$ cat src/rtl/execute_cycle.sv
// Execute stage of the 5-stage RV32I pipeline: operand forwarding, ALU, branch/jump
// resolution and the EX/MEM pipeline register.
module execute_cycle #(
  parameter int XLEN = 32,
  parameter int REGW = 5
) (
  input  logic            clk,
  input  logic            rst,
  input  logic            RegWriteE,
  input  logic            ALUSrcE,
  input  logic            MemWriteE,
  input  logic            JumpE,
  input  logic            BranchE,
  input  logic [1:0]      ResultSrcE,
  input  logic [2:0]      ALUControlE,
  input  logic [XLEN-1:0] RD1_E,
  input  logic [XLEN-1:0] RD2_E,
  input  logic [XLEN-1:0] Imm_Ext_E,
  input  logic [REGW-1:0] RD_E,
  input  logic [XLEN-1:0] PCE,
  input  logic [XLEN-1:0] PCPlus4E,
  input  logic [1:0]      ForwardAE,
  input  logic [1:0]      ForwardBE,
  input  logic [XLEN-1:0] ResultW,
  output logic            PCSrcE,
  output logic [XLEN-1:0] PCTargetE,
  output logic            ZeroE,
  output logic            RegWriteM,
  output logic            MemWriteM,
  output logic [1:0]      ResultSrcM,
  output logic [XLEN-1:0] ALUResultM,
  output logic [XLEN-1:0] WriteDataM,
  output logic [XLEN-1:0] PCPlus4M,
  output logic [REGW-1:0] RD_M
);

  typedef enum logic [2:0] {
    ALU_ADD = 3'b000,
    ALU_SUB = 3'b001,
    ALU_AND = 3'b010,
    ALU_OR  = 3'b011,
    ALU_XOR = 3'b100,
    ALU_SLT = 3'b101,
    ALU_SLL = 3'b110,
    ALU_SRL = 3'b111
  } aluOp_t;

  localparam int SHW = $clog2(XLEN);

  logic [XLEN-1:0] srcAE;
  logic [XLEN-1:0] srcBE;
  logic [XLEN-1:0] writeDataE;
  logic [XLEN-1:0] aluResultE;

  // The M-stage source is the registered ALUResultM, so forwarding never loops through the ALU.
  always_comb begin
    case (ForwardAE)
      2'b10:   srcAE = ALUResultM;
      2'b01:   srcAE = ResultW;
      default: srcAE = RD1_E;
    endcase
  end

  always_comb begin
    case (ForwardBE)
      2'b10:   writeDataE = ALUResultM;
      2'b01:   writeDataE = ResultW;
      default: writeDataE = RD2_E;
    endcase
  end

  assign srcBE = ALUSrcE ? Imm_Ext_E : writeDataE;

  always_comb begin
    aluResultE = '0;
    case (aluOp_t'(ALUControlE))
      ALU_ADD: aluResultE = srcAE + srcBE;
      ALU_SUB: aluResultE = srcAE - srcBE;
      ALU_AND: aluResultE = srcAE & srcBE;
      ALU_OR:  aluResultE = srcAE | srcBE;
      ALU_XOR: aluResultE = srcAE ^ srcBE;
      ALU_SLT: aluResultE = {{(XLEN-1){1'b0}}, ($signed(srcAE) < $signed(srcBE))};
      ALU_SLL: aluResultE = srcAE << srcBE[SHW-1:0];
      ALU_SRL: aluResultE = srcAE >> srcBE[SHW-1:0];
      default: aluResultE = '0;
    endcase
  end

  assign ZeroE     = (aluResultE == '0);
  assign PCTargetE = PCE + Imm_Ext_E;
  assign PCSrcE    = (BranchE & ZeroE) | JumpE;

  always_ff @(posedge clk or negedge rst) begin
    if (!rst) begin
      RegWriteM  <= 1'b0;
      MemWriteM  <= 1'b0;
      ResultSrcM <= '0;
      ALUResultM <= '0;
      WriteDataM <= '0;
      PCPlus4M   <= '0;
      RD_M       <= '0;
    end else begin
      RegWriteM  <= RegWriteE;
      MemWriteM  <= MemWriteE;
      ResultSrcM <= ResultSrcE;
      ALUResultM <= aluResultE;
      WriteDataM <= writeDataE;
      PCPlus4M   <= PCPlus4E;
      RD_M       <= RD_E;
    end
  end

endmodule

$ cat config.mk
export PLATFORM = sky130hd
export DESIGN_NAME = execute_cycle
export DESIGN_NICKNAME = d
export VERILOG_FILES = /design/src/rtl/execute_cycle.sv
export SDC_FILE = /design/constraint.sdc
export NUM_CORES = 1
export LEC_CHECK = 0
export ABC_AREA = 1
export BUFFER_PORTS_ARGS = -buffer_cell sky130_fd_sc_hd__buf_2
export CORE_ASPECT_RATIO = 1.25
export CORE_MARGIN = 1
export CORE_UTILIZATION = 51
export CTS_BUF_LIST = sky130_fd_sc_hd__clkbuf_4 sky130_fd_sc_hd__clkbuf_8 sky130_fd_sc_hd__clkbuf_16
export DETAILED_ROUTE_END_ITERATION = 12
export PLACE_DENSITY = 0.77
export SYNTH_ARGS = -nofsm -noshare
export SYNTH_HDL_FRONTEND = slang
export SYNTH_SLANG_ARGS = --single-unit
$ cat constraint.sdc
create_clock -name clk -period 3.2 [get_ports clk]
set_input_delay 0 -clock clk [delete_from_list [all_inputs] [get_ports clk]]
set_output_delay 0 -clock clk [all_outputs]
set_load 0.02 [all_outputs]
==> reports/qor_table.md, run 1 <==
| Metric | Value | Unit |
| --- | --- | --- |
| Proportion of synthesized chip area in sequential cells | 17.28 | % |
| DPL Wire Length | 71100 | um |
| Summed instance area of the synthesized netlist | 15200 | sq um |
| Status | stopped before the end | - |
| Synth Instances | 2602 | - |
| Worst setup slack after placement | -1785 | ps |
| Count of standard-cell rows | 70 | - |
| Most common flop cell mapped by yosys | sky130_fd_sc_hd__dfrtp_1 | - |
| Routability congestion estimate | 1.349 | - |
| Count of port buffers added during placement | 351 | - |
| Die Y | 195.0 | um |
| Longest Clk Path Bufs | 2 | - |
| Failing step | global routing | - |
| Global route overflow | 468 | - |
| Number of clock buffers inserted by TritonCTS | 9 | - |
| Maximum number of pins on one net before global-route repair | 75 | - |
| Fraction of synthesis flops using an asynchronous set or reset pin | 100.0 | % |
| Number of H-tree levels | 3 | - |
| Clk sinks | 105 | - |
| Mean cell area of the mapped netlist | 5.843 | sq um |
| Error Message | [ERROR GRT-0116] Global routing finished with congestion. Check the congestion regions in the DRC Viewer. | - |
| Post-synth EDFFs | 0 | - |
| Clock root buffer master | sky130_fd_sc_hd__clkbuf_16 | - |
| Width of the die | 156.4 | um |
| Total global-route track usage | 87.07 | % |
| Number of global-route vias before repair | 29.83k | - |
| Number of top-level pins | 352 | - |
| Syn nets | 2950 | - |
| Global-route wire length before repair | 199700 | um |
| Number of storage elements in the synthesis netlist | 105 | - |
| Starting density of the core | 51.97 | % |
| Unique masters post-synth | 49 | - |
| Yosys warnings | 0 | - |
-- metal layers --
| metal | GRT usage, % | GRT overflow |
|---|---|---|
| met4 | 86.78 | 139 |
| met5 | 61.74 | 5 |
| met3 | 79.54 | 23 |
| met1 | 85.37 | 10 |
| met2 | 97.39 | 291 |
-- synth_stat cells (10+ instances only) --
cell type | number | area share, %
sky130_fd_sc_hd__nand2_1 | 660 | 16
sky130_fd_sc_hd__dfrtp_1 | 105 | 17
sky130_fd_sc_hd__xor2_1 | 22 | 1.3
sky130_fd_sc_hd__buf_2 | 52 | 1.7
sky130_fd_sc_hd__ha_1 | 132 | 11
sky130_fd_sc_hd__o22ai_1 | 19 | 0.78
sky130_fd_sc_hd__nor2_1 | 213 | 5.3
sky130_fd_sc_hd__clkbuf_1 | 54 | 1.3
sky130_fd_sc_hd__xnor2_1 | 12 | 0.69
sky130_fd_sc_hd__nand4_1 | 21 | 0.86
sky130_fd_sc_hd__nand3_1 | 492 | 16
sky130_fd_sc_hd__nor3_1 | 23 | 0.76
sky130_fd_sc_hd__inv_1 | 289 | 7.1
sky130_fd_sc_hd__o21ai_1 | 28 | 0.92
sky130_fd_sc_hd__o21a_1 | 11 | 0.54
sky130_fd_sc_hd__a221o_1 | 25 | 1.6
sky130_fd_sc_hd__o21bai_1 | 10 | 0.49
sky130_fd_sc_hd__o21ai_0 | 149 | 4.9
sky130_fd_sc_hd__a21oi_1 | 177 | 5.8
-- cell families after synthesis --
kind of cell | synth area share (%)
adder cells (fa/ha/maj) | 11.26
AO/OA/AOI/OAI | 17.41
buffers and inverters | 11.07
AND/OR/NAND/NOR | 41.03
flip-flops | 17.28
XOR/XNOR | 1.959
-- repair_timing --
| item | 4_1_cts |
|---|---|
| pin swaps | 77 |
| hold buffers | 56 |
| cloned | 0 |
| hold endpoints to repair | 110 |
| gates resized for setup | 227 |
| buffers inserted | 42 |
| endpoints found under the setup margin | 20 |
-- stage by stage --
step           TNS (ps)  hold WS [ps]  util, %  area, sq um  cells
4_1_cts           -1621         5.456    80.47        23540   3932
3_5_place_dp     -11970         109.4    73.84        21600   3822
3_3_place_gp      -9974         108.1    73.84        21600   3822
2_1_floorplan         0        -295.6        -        15260   2602
==> inputs of run 2 (changes only) <==
==> config.mk (replaced) <==
export PLATFORM = sky130hd
export DESIGN_NAME = execute_cycle
export DESIGN_NICKNAME = d
export VERILOG_FILES = /design/src/rtl/execute_cycle.sv
export SDC_FILE = /design/constraint.sdc
export NUM_CORES = 1
export LEC_CHECK = 0
export ABC_AREA = 1
export BUFFER_PORTS_ARGS = -buffer_cell sky130_fd_sc_hd__buf_2
export CORE_MARGIN = 1
export CORE_UTILIZATION = 40
export DETAILED_ROUTE_END_ITERATION = 12
export PLACE_DENSITY_LB_ADDON = 0.15
export SYNTH_ARGS = -nofsm -noshare
export SYNTH_HDL_FRONTEND = slang
export SYNTH_SLANG_ARGS = --single-unit
==> constraint.sdc (replaced) <==
create_clock -name clk -period 4.2 [get_ports clk]
set_input_delay 0 -clock clk [delete_from_list [all_inputs] [get_ports clk]]
set_output_delay 0 -clock clk [all_outputs]
set_load 0.02 [all_outputs]
==> run 2 against run 1 <==
The run now ends clean. Synthesized area did not move. Synthesized cell count unchanged.
==> reports/qor_table.md, run 2 <==
| Metric | Value | Unit | Change |
| --- | --- | --- | --- |
| Status | completed | - |  |
| Total number of vias | 22.86k | - |  |
| Fillers | 3645 | - |  |
| Standard cell core area | 37490 | sq um |  |
| Number of global-route vias before repair | 21.32k | - |  |
| Fin crit period | 4105 | ps |  |
| First-iteration detailed-routing DRC count | 3003 | - |  |
| Area growth, synth to finish | 51.39 | % |  |
| Syn nets | 2950 | - | unchanged |
| Synth area leaders | sky130_fd_sc_hd__dfrtp_1 17%, sky130_fd_sc_hd__nand2_1 16%, sky130_fd_sc_hd__nand3_1 16%, sky130_fd_sc_hd__ha_1 11%, sky130_fd_sc_hd__inv_1 7.1% | - |  |
| Sequential cell area | 2638 | sq um |  |
| Most frequent cells in the layout | 629 x sky130_fd_sc_hd__nand2_1, 490 x sky130_fd_sc_hd__buf_4, 484 x sky130_fd_sc_hd__nand3_1 | - |  |
| Worst-case vdd ir drop | 0.0002775 | V |  |
| Count of standard-cell rows | 71 | - | +1.4% |
| Maximum number of pins on one net before global-route repair | 75 | - |  |
| Slew at the pin closest to its max-slew limit | 933.3 | ps |  |
| Number of H-tree levels | 3 | - | unchanged |
| Die ar. | 38790 | sq um |  |
| Longest Clk Path Bufs | 2 | - | unchanged |
| Total negative slack | 0 | ps |  |
| Leakage power | 12.16 | nW |  |
| Mean cell area of the mapped netlist | 5.843 | sq um | unchanged |
| Share of the cycle needed by the critical path after routing | 97.73 | % |  |
| Residual antenna-violating net count after detailed routing | 0 | - |  |
| Portion of synthesized cell area occupied by the leading cell type | 17.28 | % | unchanged |
| DPL Wire Length | 75450 | um | +6.1% |
| Clock root buffer master | sky130_fd_sc_hd__clkbuf_16 | - |  |
| Clk sinks | 105 | - | unchanged |
| Data arrival time of the critical path | 4100 | ps |  |
| Slew margin rel. | 37.55 | % |  |
| Aggregate routed wire length | 93110 | um |  |
| Antenna violations before repair | 5 | - |  |
| Proportion of synthesized chip area in sequential cells | 17.28 | % | unchanged |
| Slew Viols, Final | 0 | - |  |
| Clock-pin transition on the worst setup and hold timing paths | 70 | ps |  |
| Number of clock buffers inserted by TritonCTS | 9 | - | unchanged |
| Clock skew after layout | 12.66 | ps |  |
| Most common flop cell mapped by yosys | sky130_fd_sc_hd__dfrtp_1 | - |  |
| Worst min-delay path class | in2reg | - |  |
| Average via count per standard cell | 5.821 | - |  |
| Type of the worst setup path | in2out | - |  |
| Post-detailed-route wirelength per cell | 23.72 | um |  |
| Hold Fails Final Rpt | 0 | - |  |
| TritonCTS clock tree | yes | - |  |
| Number of top-level pins | 352 | - | unchanged |
| Largest driver fanout on the critical path | 21 | - |  |
| Pwr Density | 369.2 | nW/um^2 |  |
| Residual DRC count | 0 | - |  |
| Most common library cell in the layout ignoring fill and taps | sky130_fd_sc_hd__nand2_1 | - |  |
| Net count, final | 3756 | - |  |
| Number of storage elements in the synthesis netlist | 105 | - | unchanged |
| Synth Instances | 2602 | - | unchanged |
| PnR Total Power | 0.008498 | W |  |
| Fraction of final layout cells sized beyond drive strength 1 | 32.58 | % |  |
| Endpoint kind of the worst setup timing path | primary output | - |  |
| Required time of the critical path | 4200 | ps |  |
| Post-synth EDFFs | 0 | - | unchanged |
| Count of port buffers added during placement | 351 | - | unchanged |
| Synth top cells by count | 660 x sky130_fd_sc_hd__nand2_1, 492 x sky130_fd_sc_hd__nand3_1, 289 x sky130_fd_sc_hd__inv_1 | - |  |
| Width of the die | 197.0 | um | +26% |
| Routability congestion estimate | 1.096 | - | -19% |
| Fraction of synthesis flops using an asynchronous set or reset pin | 100.0 | % | unchanged |
| Unique masters post-synth | 49 | - | unchanged |
| Global route overflow | 0 | - |  |
| Multi-input combinational cell area | 11970 | sq um |  |
| Count of final setup violators | 0 | - |  |
| Latest clock arrival within the worst-skew pair | 380 | ps |  |
| Startpoint class of the critical path | primary input | - |  |
| Max-cap violations | 0 | - |  |
| Die Y | 197.0 | um | +0.98% |
| Post-synth top area cell | sky130_fd_sc_hd__dfrtp_1 | - |  |
| Yosys warnings | 0 | - | unchanged |
| Total global-route track usage | 46.02 | % |  |
| Largest registers in the final layout | ALUResultM x32, PCPlus4M x32, WriteDataM x32 | - |  |
| Summed instance area of the synthesized netlist | 15200 | sq um | unchanged |
| Starting density of the core | 40.55 | % | -11 points |
| Global-route wire length before repair | 132100 | um |  |
| Length of the first detailed-routing pass in iterations | 7 | - |  |
| Fmax achieved | 0.2436 | GHz |  |
| Most used standard cell by instance count after synthesis | sky130_fd_sc_hd__nand2_1 | - |  |
run 2: cell counts after synthesis:
Identical to the previous run, type by type.
run 2: per-layer routing:
metal | global-route usage (%) | vias to the layer above | wire length [um]
met2 | 72.15 | 1604 | 40650
met4 | 33.39 | 2 | 7993
met3 | 9.446 | 379 | 10080
met1 | 55.98 | 10555 | 34380
met5 | 0 | - | 2
li1 | - | 10315 | -
run 2: cell families after synthesis:
kind of cell | synth area share, %
and+or+nand+nor | 41.03
AOI/OAI and AO/OA | 17.41
buffers and inverters | 11.07
adders and majority gates | 11.26
DFF | 17.28
xor gates and xnor gates | 1.959
run 2: final timing paths:
path / from / endpoint / slack [ps] / cells after the start
setup / recovery: ForwardBE[0] / PCSrcE / 100 / 26
hold / removal: RD2_E[14] / WriteDataM[14]$_DFF_PN0_ / 3 / 4
setup reg to reg: ALUResultM[24]$_DFF_PN0_ / ALUResultM[31]$_DFF_PN0_ / 730 / 22
hold reg to reg: ALUResultM[16]$_DFF_PN0_ / WriteDataM[16]$_DFF_PN0_ / 660 / 2
max in group asynchronous: rst / WriteDataM[1]$_DFF_PN0_ / 3080 / 3
min in group asynchronous: rst / ALUResultM[21]$_DFF_PN0_ / 110 / 2
run 2: layout make-up:
| cell class | count | area share (%) |
|---|---|---|
| Sequential cell | 105 | 11.46 |
| Timing Repair Buffer | 917 | 27.52 |
| Clock inverter | 7 | 0.3860 |
| Tap cell | 511 | 2.778 |
| Multi-Input combinational cell | 2078 | 52.00 |
| Inverter | 297 | 4.855 |
| Clock buffer | 9 | 0.9785 |
| Antenna cell | 2 | 0.02175 |
run 2: per-stage QoR:
stage | instances | utilization (%) | setup slack, ps | instance area [sq um] | hold slack [ps]
final | 3926 | 61.39 | 95.32 | 23020 | 2.690
after detailed placement | 3792 | 54.91 | -615.7 | 20580 | -27.28
after global routing | 3926 | 61.39 | -102.6 | 23020 | 18.12
after global placement | 3792 | 54.91 | -700.7 | 20580 | -36.31
after floorplan | 2602 | - | 785.8 | 15200 | -295.6
after CTS | 3891 | 58.73 | 3.619 | 22020 | 0.6495
run 2: worst max-delay path: stages:
cell                      delay [ps]
sky130_fd_sc_hd__buf_2           110
sky130_fd_sc_hd__inv_1            50
sky130_fd_sc_hd__ha_1            340
sky130_fd_sc_hd__buf_12          180
sky130_fd_sc_hd__buf_4           150
sky130_fd_sc_hd__a21oi_1         140
sky130_fd_sc_hd__a21oi_1         140
sky130_fd_sc_hd__o21ai_2         260
sky130_fd_sc_hd__ha_4            270
sky130_fd_sc_hd__buf_4           160
sky130_fd_sc_hd__a21oi_1         360
sky130_fd_sc_hd__o21ai_1         180
sky130_fd_sc_hd__buf_4           170
sky130_fd_sc_hd__a21o_1          150
sky130_fd_sc_hd__nand2_1          80
sky130_fd_sc_hd__nand4_1         100
sky130_fd_sc_hd__nand3_1         110
sky130_fd_sc_hd__nand3_1         120
sky130_fd_sc_hd__nor3_2          230
sky130_fd_sc_hd__nand2_1         100
sky130_fd_sc_hd__nor2_2          140
sky130_fd_sc_hd__nand2_2          80
sky130_fd_sc_hd__nor2_4          170
sky130_fd_sc_hd__nand3_2         110
sky130_fd_sc_hd__nand2_1          70
sky130_fd_sc_hd__buf_4           130
run 2: timing repair:
item / in CTS / in global routing
hold endpoints to repair: 90 / 2
hold buffers: 62 / 2
gates resized for setup: 113 / 213
endpoints found under the setup margin: 2 / 2
setup buffers: 21 / 31
pin swaps: 22 / 58
run 2: power by group:
part	switching [W]	total, W	internal, W
Combinational	0.00386	0.00634	0.00249
Clock	0.000459	0.000890	0.000430
Sequential	0.000115	0.00127	0.00115
Total	0.00443	0.00850	0.00407
Note: power is estimated with default switching activity, not from simulation.
